--- src/rtl/alu32_pkg.sv ---
// Shared definitions for the two-stage ALU execution stage: opcodes, widths,
// shift modes and the flag bundle carried alongside the result.
package alu32_pkg;

  localparam int WIDTH   = 32;
  localparam int OPW     = 4;
  localparam int SHAMT_W = 5;

  localparam logic [OPW-1:0] OP_AND  = 4'd0;
  localparam logic [OPW-1:0] OP_OR   = 4'd1;
  localparam logic [OPW-1:0] OP_XOR  = 4'd2;
  localparam logic [OPW-1:0] OP_NOR  = 4'd3;
  localparam logic [OPW-1:0] OP_ADD  = 4'd4;
  localparam logic [OPW-1:0] OP_SUB  = 4'd5;
  localparam logic [OPW-1:0] OP_SLT  = 4'd6;
  localparam logic [OPW-1:0] OP_SLTU = 4'd7;
  localparam logic [OPW-1:0] OP_SLL  = 4'd8;
  localparam logic [OPW-1:0] OP_SRL  = 4'd9;
  localparam logic [OPW-1:0] OP_SRA  = 4'd10;

  localparam logic [1:0] SH_SLL = 2'd0;
  localparam logic [1:0] SH_SRL = 2'd1;
  localparam logic [1:0] SH_SRA = 2'd2;

  typedef struct packed {
    logic zero;
    logic carry;
    logic overflow;
    logic illegal;
  } alu_flags_t;

endpackage

--- src/rtl/alu32_pipe_if.sv ---
// Issue-side and writeback-side handshake bundle of the ALU execution stage.
interface alu32_pipe_if #(
  parameter int WIDTH = 32,
  parameter int OPW   = 4
);
  logic             InValid;
  logic             InReady;
  logic [WIDTH-1:0] In1;
  logic [WIDTH-1:0] In2;
  logic [OPW-1:0]   Op;
  logic             OutValid;
  logic             OutReady;
  logic [WIDTH-1:0] Out;
  logic             Zero;
  logic             Carry;
  logic             Overflow;
  logic             IllegalOp;

  modport master (
    output InValid, In1, In2, Op, OutReady,
    input  InReady, OutValid, Out, Zero, Carry, Overflow, IllegalOp
  );

  modport slave (
    input  InValid, In1, In2, Op, OutReady,
    output InReady, OutValid, Out, Zero, Carry, Overflow, IllegalOp
  );
endinterface

--- src/rtl/alu32_shift_unit.sv ---
// Combinational barrel shifter: logical left, logical right, arithmetic right.
module alu32_shift_unit
  import alu32_pkg::*;
(
  input  logic [WIDTH-1:0]   data,
  input  logic [SHAMT_W-1:0] shamt,
  input  logic [1:0]         mode,
  output logic [WIDTH-1:0]   result
);

  logic signed [WIDTH-1:0] data_s;

  assign data_s = data;

  always_comb begin
    result = data;
    case (mode)
      SH_SLL:  result = data << shamt;
      SH_SRL:  result = data >> shamt;
      SH_SRA:  result = data_s >>> shamt;
      default: result = data;
    endcase
  end

endmodule

--- src/rtl/alu32_pipe.sv ---
// Two-stage pipelined 32-bit ALU: stage 1 registers operands, stage 2 registers
// the computed result and flags; valid/ready on both sides with full throughput.
module alu32_pipe #(
  parameter int WIDTH = 32,
  parameter int OPW   = 4
) (
  input  logic         Clk,
  input  logic         Rst,
  alu32_pipe_if.slave  bus
);
  import alu32_pkg::*;

  logic             s1_valid, s2_valid;
  logic             s1_adv, s2_adv, in_xfer, out_xfer;
  logic [WIDTH-1:0] a_p1, b_p1;
  logic [OPW-1:0]   op_p1;
  logic [WIDTH-1:0] out_p2;
  alu_flags_t       flags_p2;

  logic [WIDTH-1:0]        res_c, shift_c;
  alu_flags_t              flags_c;
  logic [WIDTH:0]          sum_w, diff_w;
  logic signed [WIDTH-1:0] a_s, b_s;

  function automatic logic add_ovf(input logic [WIDTH-1:0] a, b, r);
    return (a[WIDTH-1] == b[WIDTH-1]) && (r[WIDTH-1] != a[WIDTH-1]);
  endfunction

  function automatic logic sub_ovf(input logic [WIDTH-1:0] a, b, r);
    return (a[WIDTH-1] != b[WIDTH-1]) && (r[WIDTH-1] != a[WIDTH-1]);
  endfunction

  assign s2_adv      = !s2_valid || bus.OutReady;
  assign s1_adv      = s1_valid && s2_adv;
  assign bus.InReady = !s1_valid || s2_adv;
  assign in_xfer     = bus.InValid && bus.InReady;
  assign out_xfer    = s2_valid && bus.OutReady;

  // ---- stage 1: operand capture ----
  always_ff @(posedge Clk or posedge Rst) begin
    if (Rst)          s1_valid <= 1'b0;
    else if (in_xfer) s1_valid <= 1'b1;
    else if (s1_adv)  s1_valid <= 1'b0;
  end

  always_ff @(posedge Clk) begin
    if (in_xfer) begin
      a_p1  <= bus.In1;
      b_p1  <= bus.In2;
      op_p1 <= bus.Op;
    end
  end

  // ---- stage 1 -> 2: execute ----
  // SLL/SRL/SRA opcodes 8/9/10 map directly onto shift modes 0/1/2 via the low bits.
  alu32_shift_unit u_shift (
    .data   (a_p1),
    .shamt  (b_p1[SHAMT_W-1:0]),
    .mode   (op_p1[1:0]),
    .result (shift_c)
  );

  assign a_s    = a_p1;
  assign b_s    = b_p1;
  assign sum_w  = {1'b0, a_p1} + {1'b0, b_p1};
  assign diff_w = {1'b0, a_p1} + {1'b0, ~b_p1} + {{WIDTH{1'b0}}, 1'b1};

  always_comb begin
    res_c   = '0;
    flags_c = '0;
    case (op_p1)
      OP_AND:  res_c = a_p1 & b_p1;
      OP_OR:   res_c = a_p1 | b_p1;
      OP_XOR:  res_c = a_p1 ^ b_p1;
      OP_NOR:  res_c = ~(a_p1 | b_p1);
      OP_ADD: begin
        res_c            = sum_w[WIDTH-1:0];
        flags_c.carry    = sum_w[WIDTH];
        flags_c.overflow = add_ovf(a_p1, b_p1, sum_w[WIDTH-1:0]);
      end
      OP_SUB: begin
        res_c            = diff_w[WIDTH-1:0];
        flags_c.carry    = diff_w[WIDTH];
        flags_c.overflow = sub_ovf(a_p1, b_p1, diff_w[WIDTH-1:0]);
      end
      OP_SLT:  res_c = {{(WIDTH-1){1'b0}}, (a_s < b_s)};
      OP_SLTU: res_c = {{(WIDTH-1){1'b0}}, (a_p1 < b_p1)};
      OP_SLL, OP_SRL, OP_SRA: res_c = shift_c;
      default: flags_c.illegal = 1'b1;
    endcase
    // Undefined opcodes report only IllegalOp, even though their result is 0.
    flags_c.zero = !flags_c.illegal && (res_c == '0);
  end

  // ---- stage 2: result registers ----
  always_ff @(posedge Clk or posedge Rst) begin
    if (Rst) begin
      s2_valid <= 1'b0;
      out_p2   <= '0;
      flags_p2 <= '0;
    end else begin
      if (s1_adv) begin
        s2_valid <= 1'b1;
        out_p2   <= res_c;
        flags_p2 <= flags_c;
      end else if (out_xfer) begin
        s2_valid <= 1'b0;
      end
    end
  end

  assign bus.OutValid  = s2_valid;
  assign bus.Out       = out_p2;
  assign bus.Zero      = flags_p2.zero;
  assign bus.Carry     = flags_p2.carry;
  assign bus.Overflow  = flags_p2.overflow;
  assign bus.IllegalOp = flags_p2.illegal;

endmodule
--- src/flat_wrapper.sv ---
// flat-port wrapper written by rule: the top's interface ports become plain ports
module alu32_pipe_flat import alu32_pkg::*;
#(
  parameter int WIDTH = 32,
  parameter int OPW   = 4
)
  (Clk, Rst, bus_InValid, bus_In1, bus_In2, bus_Op, bus_OutReady, bus_InReady, bus_OutValid, bus_Out, bus_Zero, bus_Carry, bus_Overflow, bus_IllegalOp);
  alu32_pipe_if #(.WIDTH(WIDTH), .OPW(OPW)) bus_i ();
  input  logic Clk;
  input  logic Rst;
  input wire logic [$bits(bus_i.InValid)-1:0] bus_InValid;
  input wire logic [$bits(bus_i.In1)-1:0] bus_In1;
  input wire logic [$bits(bus_i.In2)-1:0] bus_In2;
  input wire logic [$bits(bus_i.Op)-1:0] bus_Op;
  input wire logic [$bits(bus_i.OutReady)-1:0] bus_OutReady;
  output wire logic [$bits(bus_i.InReady)-1:0] bus_InReady;
  output wire logic [$bits(bus_i.OutValid)-1:0] bus_OutValid;
  output wire logic [$bits(bus_i.Out)-1:0] bus_Out;
  output wire logic [$bits(bus_i.Zero)-1:0] bus_Zero;
  output wire logic [$bits(bus_i.Carry)-1:0] bus_Carry;
  output wire logic [$bits(bus_i.Overflow)-1:0] bus_Overflow;
  output wire logic [$bits(bus_i.IllegalOp)-1:0] bus_IllegalOp;
  assign bus_i.InValid = bus_InValid;
  assign bus_i.In1 = bus_In1;
  assign bus_i.In2 = bus_In2;
  assign bus_i.Op = bus_Op;
  assign bus_i.OutReady = bus_OutReady;
  assign bus_InReady = bus_i.InReady;
  assign bus_OutValid = bus_i.OutValid;
  assign bus_Out = bus_i.Out;
  assign bus_Zero = bus_i.Zero;
  assign bus_Carry = bus_i.Carry;
  assign bus_Overflow = bus_i.Overflow;
  assign bus_IllegalOp = bus_i.IllegalOp;
  alu32_pipe #(.WIDTH(WIDTH), .OPW(OPW)) u_core (.Clk(Clk), .Rst(Rst), .bus(bus_i));
endmodule
--- config.mk ---
export PLATFORM = sky130hd
export DESIGN_NAME = alu32_pipe_flat
export DESIGN_NICKNAME = d
export VERILOG_FILES = /design/src/rtl/alu32_pkg.sv /design/src/rtl/alu32_pipe_if.sv /design/src/rtl/alu32_shift_unit.sv /design/src/rtl/alu32_pipe.sv /design/src/flat_wrapper.sv
export SDC_FILE = /design/constraint.sdc
export NUM_CORES = 1
export LEC_CHECK = 0
export ABC_AREA = 0
export CAP_MARGIN = 15
export CORE_MARGIN = 2
export CORE_UTILIZATION = 35
export DETAILED_ROUTE_END_ITERATION = 7
export DONT_BUFFER_PORTS = 1
export PLACE_DENSITY = 0.63
export SETUP_SLACK_MARGIN = 0.2
export SLEW_MARGIN = 10
export SYNTH_ARGS = -nofsm -noshare
export SYNTH_HDL_FRONTEND = slang
export SYNTH_SLANG_ARGS = --single-unit
export TNS_END_PERCENT = 50
--- constraint.sdc ---
create_clock -name Clk -period 4.1 [get_ports Clk]
set_input_delay 0.82 -clock Clk [delete_from_list [all_inputs] [get_ports Clk]]
set_output_delay 0.82 -clock Clk [all_outputs]
set_load 0.02 [all_outputs]
==> impl_metrics.toml <==
[global_route]
grt_overflow_total = 0
grt_pass1_wl_um = 96680
grt_start_max_net_pins = 69
grt_antenna_before_repair = 1
first_global_vias = 14410
grt.total_usage_pct = 31.17

[sta]
final-hold-violation-count = 0
fin_skew_ns = 0.01263
max_clock_freq_mhz = 254.0
post-route-period-util_pct = 96.03
tightest_slew_ns = 1.019
finalCriticalPeriod_ns = 3.937
relSlewSlack_pct = 31.38
finalSetupTns_ns = 0
report.final.slew_viol_count = 0
finalSetupViolations = 0
whs_ns = 0.3957
grt_setup_unrepaired = "yes"

[pwr]
switchingPower_mw = 2.071
swShare_pct = 43.04
comb_power_share_pct = 49.9
clockPowerShare_pct = 20.0
powerDensity_mw_per_mm2 = 278.9
vdd_ir_drop_max_mv = 0.3974
power_frac_seq_pct = 30.0
power.internal_mw = 2.740
p_total_mw = 4.811
p_leak_nw = 7.166

[hold_path]
hold_path.class = "in2async"

[cells_and_area]
regArea_mm2 = 0.002993
drive_above_1_share_pct = 26.07
layout_commonest_cell = "buf_4"
multi_input_area_mm2 = 0.01050
fin_area_mm2 = 0.01725
syn_to_final_growth_pct = 21.06
stdcell_count = 2356
final_nets = 2004
final_cell_mix = "buf_4 (267), nand2_1 (130), nor2_1 (125)"
fill_cells = 3917

[routing]
num_vias = 15000
wl_per_cell_um = 28.06
viasPerCell = 6.365
drtIter0Drc = 2045
drc_errors = 0
firstDrtPassIters = 5
finalWirelength_um = 66110
postRouteAntennaNets = 0

[die]
num_rows = 73
initial_core_util_pct = 35.69
coreArea_mm2 = 0.03991
dieArea_mm2 = 0.04234
dieHeight_um = 205.8
die_w_um = 205.8
io_pins = 110

[synth]
synth_edf_count = 68
avgSynthCellArea_um2 = 8.511
async_flop_share_pct = 35.85
ys_types = 98
ys_seq_area_share_pct = 21.01
synth-seq-cells = 106
synth_nets = 1853
synth_area_mm2 = 0.01425
ys.flop_type = "edfxtp_1"
netlist_instances = 1674
yosysWarnings = 0

[status]
status = "finished clean"

[clock_network]
htreeDepth = 3
clk-insertion-delay-late_ns = 0.41
clkSinkCount = 106
cts_buffers = 9
clockBufferDepth = 2
clk_pin_slew_ns = 0.08
tritoncts = "built"
cts_root_buf = "clkbuf_16"

[critical_path]
arrival_ns = 4.25
critPathMaxFanout = 13
cp.required_ns = 4.41
reg2reg_from = "u_core.b_p1[0]$_DFFE_PP_"
path_class = "reg2reg"
critPathLaunchType = "flop"
endpoint_kind = "flop"
rr_worst_depth = 15
r2r_slack_ns = 0.16
r2r-end = "u_core.bus.Zero$_DFFE_PP0P_"

[place]
placed_cell_area_mm2 = 0.01637
hpwl_um = 52160
place_congestion = 1.024
place_inst = 2319
io_buffers = 0

[job]
drv_cap = 0
routing by layer:
| metal | up-vias | share of wire, % | wire [um] | global-route usage (%) |
|---|---|---|---|---|
| met4 | 0 | 6.3 | 4179 | 18.06 |
| met3 | 219 | 9.3 | 6118 | 6.525 |
| li1 | 6617 | - | - | - |
| met5 | - | 0 | 0 | 0 |
| met2 | 941 | 44 | 29300 | 48.17 |
| met1 | 7220 | 40 | 26510 | 40.14 |
state kept, by name (all words and copies together), names as in the netlist:
name,flops
u_core.a_p1,32
u_core.b_p1,32
u_core.bus.Out,32
u_core.op_p1,4
u_core.bus.Carry,1
u_core.bus.IllegalOp,1
u_core.bus.OutValid,1
u_core.bus.Overflow,1
u_core.bus.Zero,1
u_core.s1_valid,1
power groups by stage:
stage | Clock [mW] | Combinational [mW] | Sequential [mW]
final | 0.962 | 2.40 | 1.45
after global routing | 1.04 | 2.54 | 1.46
after CTS | 1.01 | 2.27 | 1.45
after detailed placement | 0 | 2.21 | 1.47
after global placement | 0 | 2.21 | 1.46
after floorplan | 0 | 1.34 | 1.43
stage by stage:
step | setup slack [ns] | utilization, %
2_1_floorplan | 0.2067 | -
3_3_place_gp | -0.1291 | 41.01
3_5_place_dp | -0.1641 | 41.01
4_1_cts | 0.2051 | 42.39
5_1_grt | 0.02474 | 43.21
6_report | 0.1627 | 43.21
worst max-delay path: stages, from the launching register on:
cell and delay, ns:
edfxtp_1 0.39, buf_6 0.18, bufbuf_16 0.31, mux4_2 0.52, mux2i_2 0.25, a2111oi_0 0.15, o221ai_1 0.19, buf_4 0.18
o211ai_1 0.17, nand3b_1 0.22, nor4_2 0.27, nand4_1 0.23, nor4_2 0.30, buf_4 0.14, nand4_1 0.15, o31ai_2 0.20
cells by family after synthesis:
group / count (synthesis) / share of synthesized area, %
simple gates: 443 / 14.78
compound gates: 554 / 26.80
mux: 173 / 17.34
flops: 106 / 21.01
fa+ha+maj: 107 / 9.502
buf+inv: 248 / 7.869
xor+xnor: 43 / 2.696
worst max-delay path by stage:
stage                                  start                     endpoint  slack [ns]  depth (start not counted)
floorplan           u_core.b_p1[2]$_DFFE_PP_  u_core.bus.Zero$_DFFE_PP0P_        0.21                         18
global placement    u_core.b_p1[0]$_DFFE_PP_  u_core.bus.Zero$_DFFE_PP0P_       -0.13                         16
detailed placement  u_core.b_p1[0]$_DFFE_PP_  u_core.bus.Zero$_DFFE_PP0P_       -0.16                         16
CTS                 u_core.b_p1[6]$_DFFE_PP_  u_core.bus.Zero$_DFFE_PP0P_        0.21                         14
global route        u_core.a_p1[0]$_DFFE_PP_  u_core.bus.Zero$_DFFE_PP0P_        0.02                         16
finish              u_core.b_p1[0]$_DFFE_PP_  u_core.bus.Zero$_DFFE_PP0P_        0.16                         15
Yosys cell counts, types with 26 or more instances:
cell	instances	area, um2
nand2_1	130	488.0
a21oi_1	129	645.6
nor2_1	128	480.5
ha_1	105	1314
mux2i_1	95	950.9
inv_1	94	352.8
o21ai_0	89	445.4
clkbuf_1	79	296.5
edfxtp_1	68	2042
mux4_2	55	1239
buf_2	39	195.2
xnor2_1	39	341.6
dfrtp_1	38	950.9
a211oi_1	31	232.7
nand3_1	29	145.1
o211ai_1	29	217.7
o22ai_1	29	181.4
nor3_1	28	140.1
nand2b_1	26	162.7
cell type report:
type / instances / share of cell area [%]
Antenna cell: 1 / 0.01451
Clock buffer: 9 / 1.306
Clock inverter: 7 / 0.5948
Multi-Input combinational cell: 1320 / 60.86
Sequential cell: 106 / 17.35
Inverter: 101 / 2.198
Timing Repair Buffer: 287 / 13.87
Tap cell: 525 / 3.808
what timing repair did:
item	in CTS	in global routing
hold buffers	0	0
endpoints found under the setup margin	1	3
gates resized for setup	33	51
setup buffers	5	14
pin swaps	17	32
gates cloned	1	0
Power figures use the tool's default switching activity.
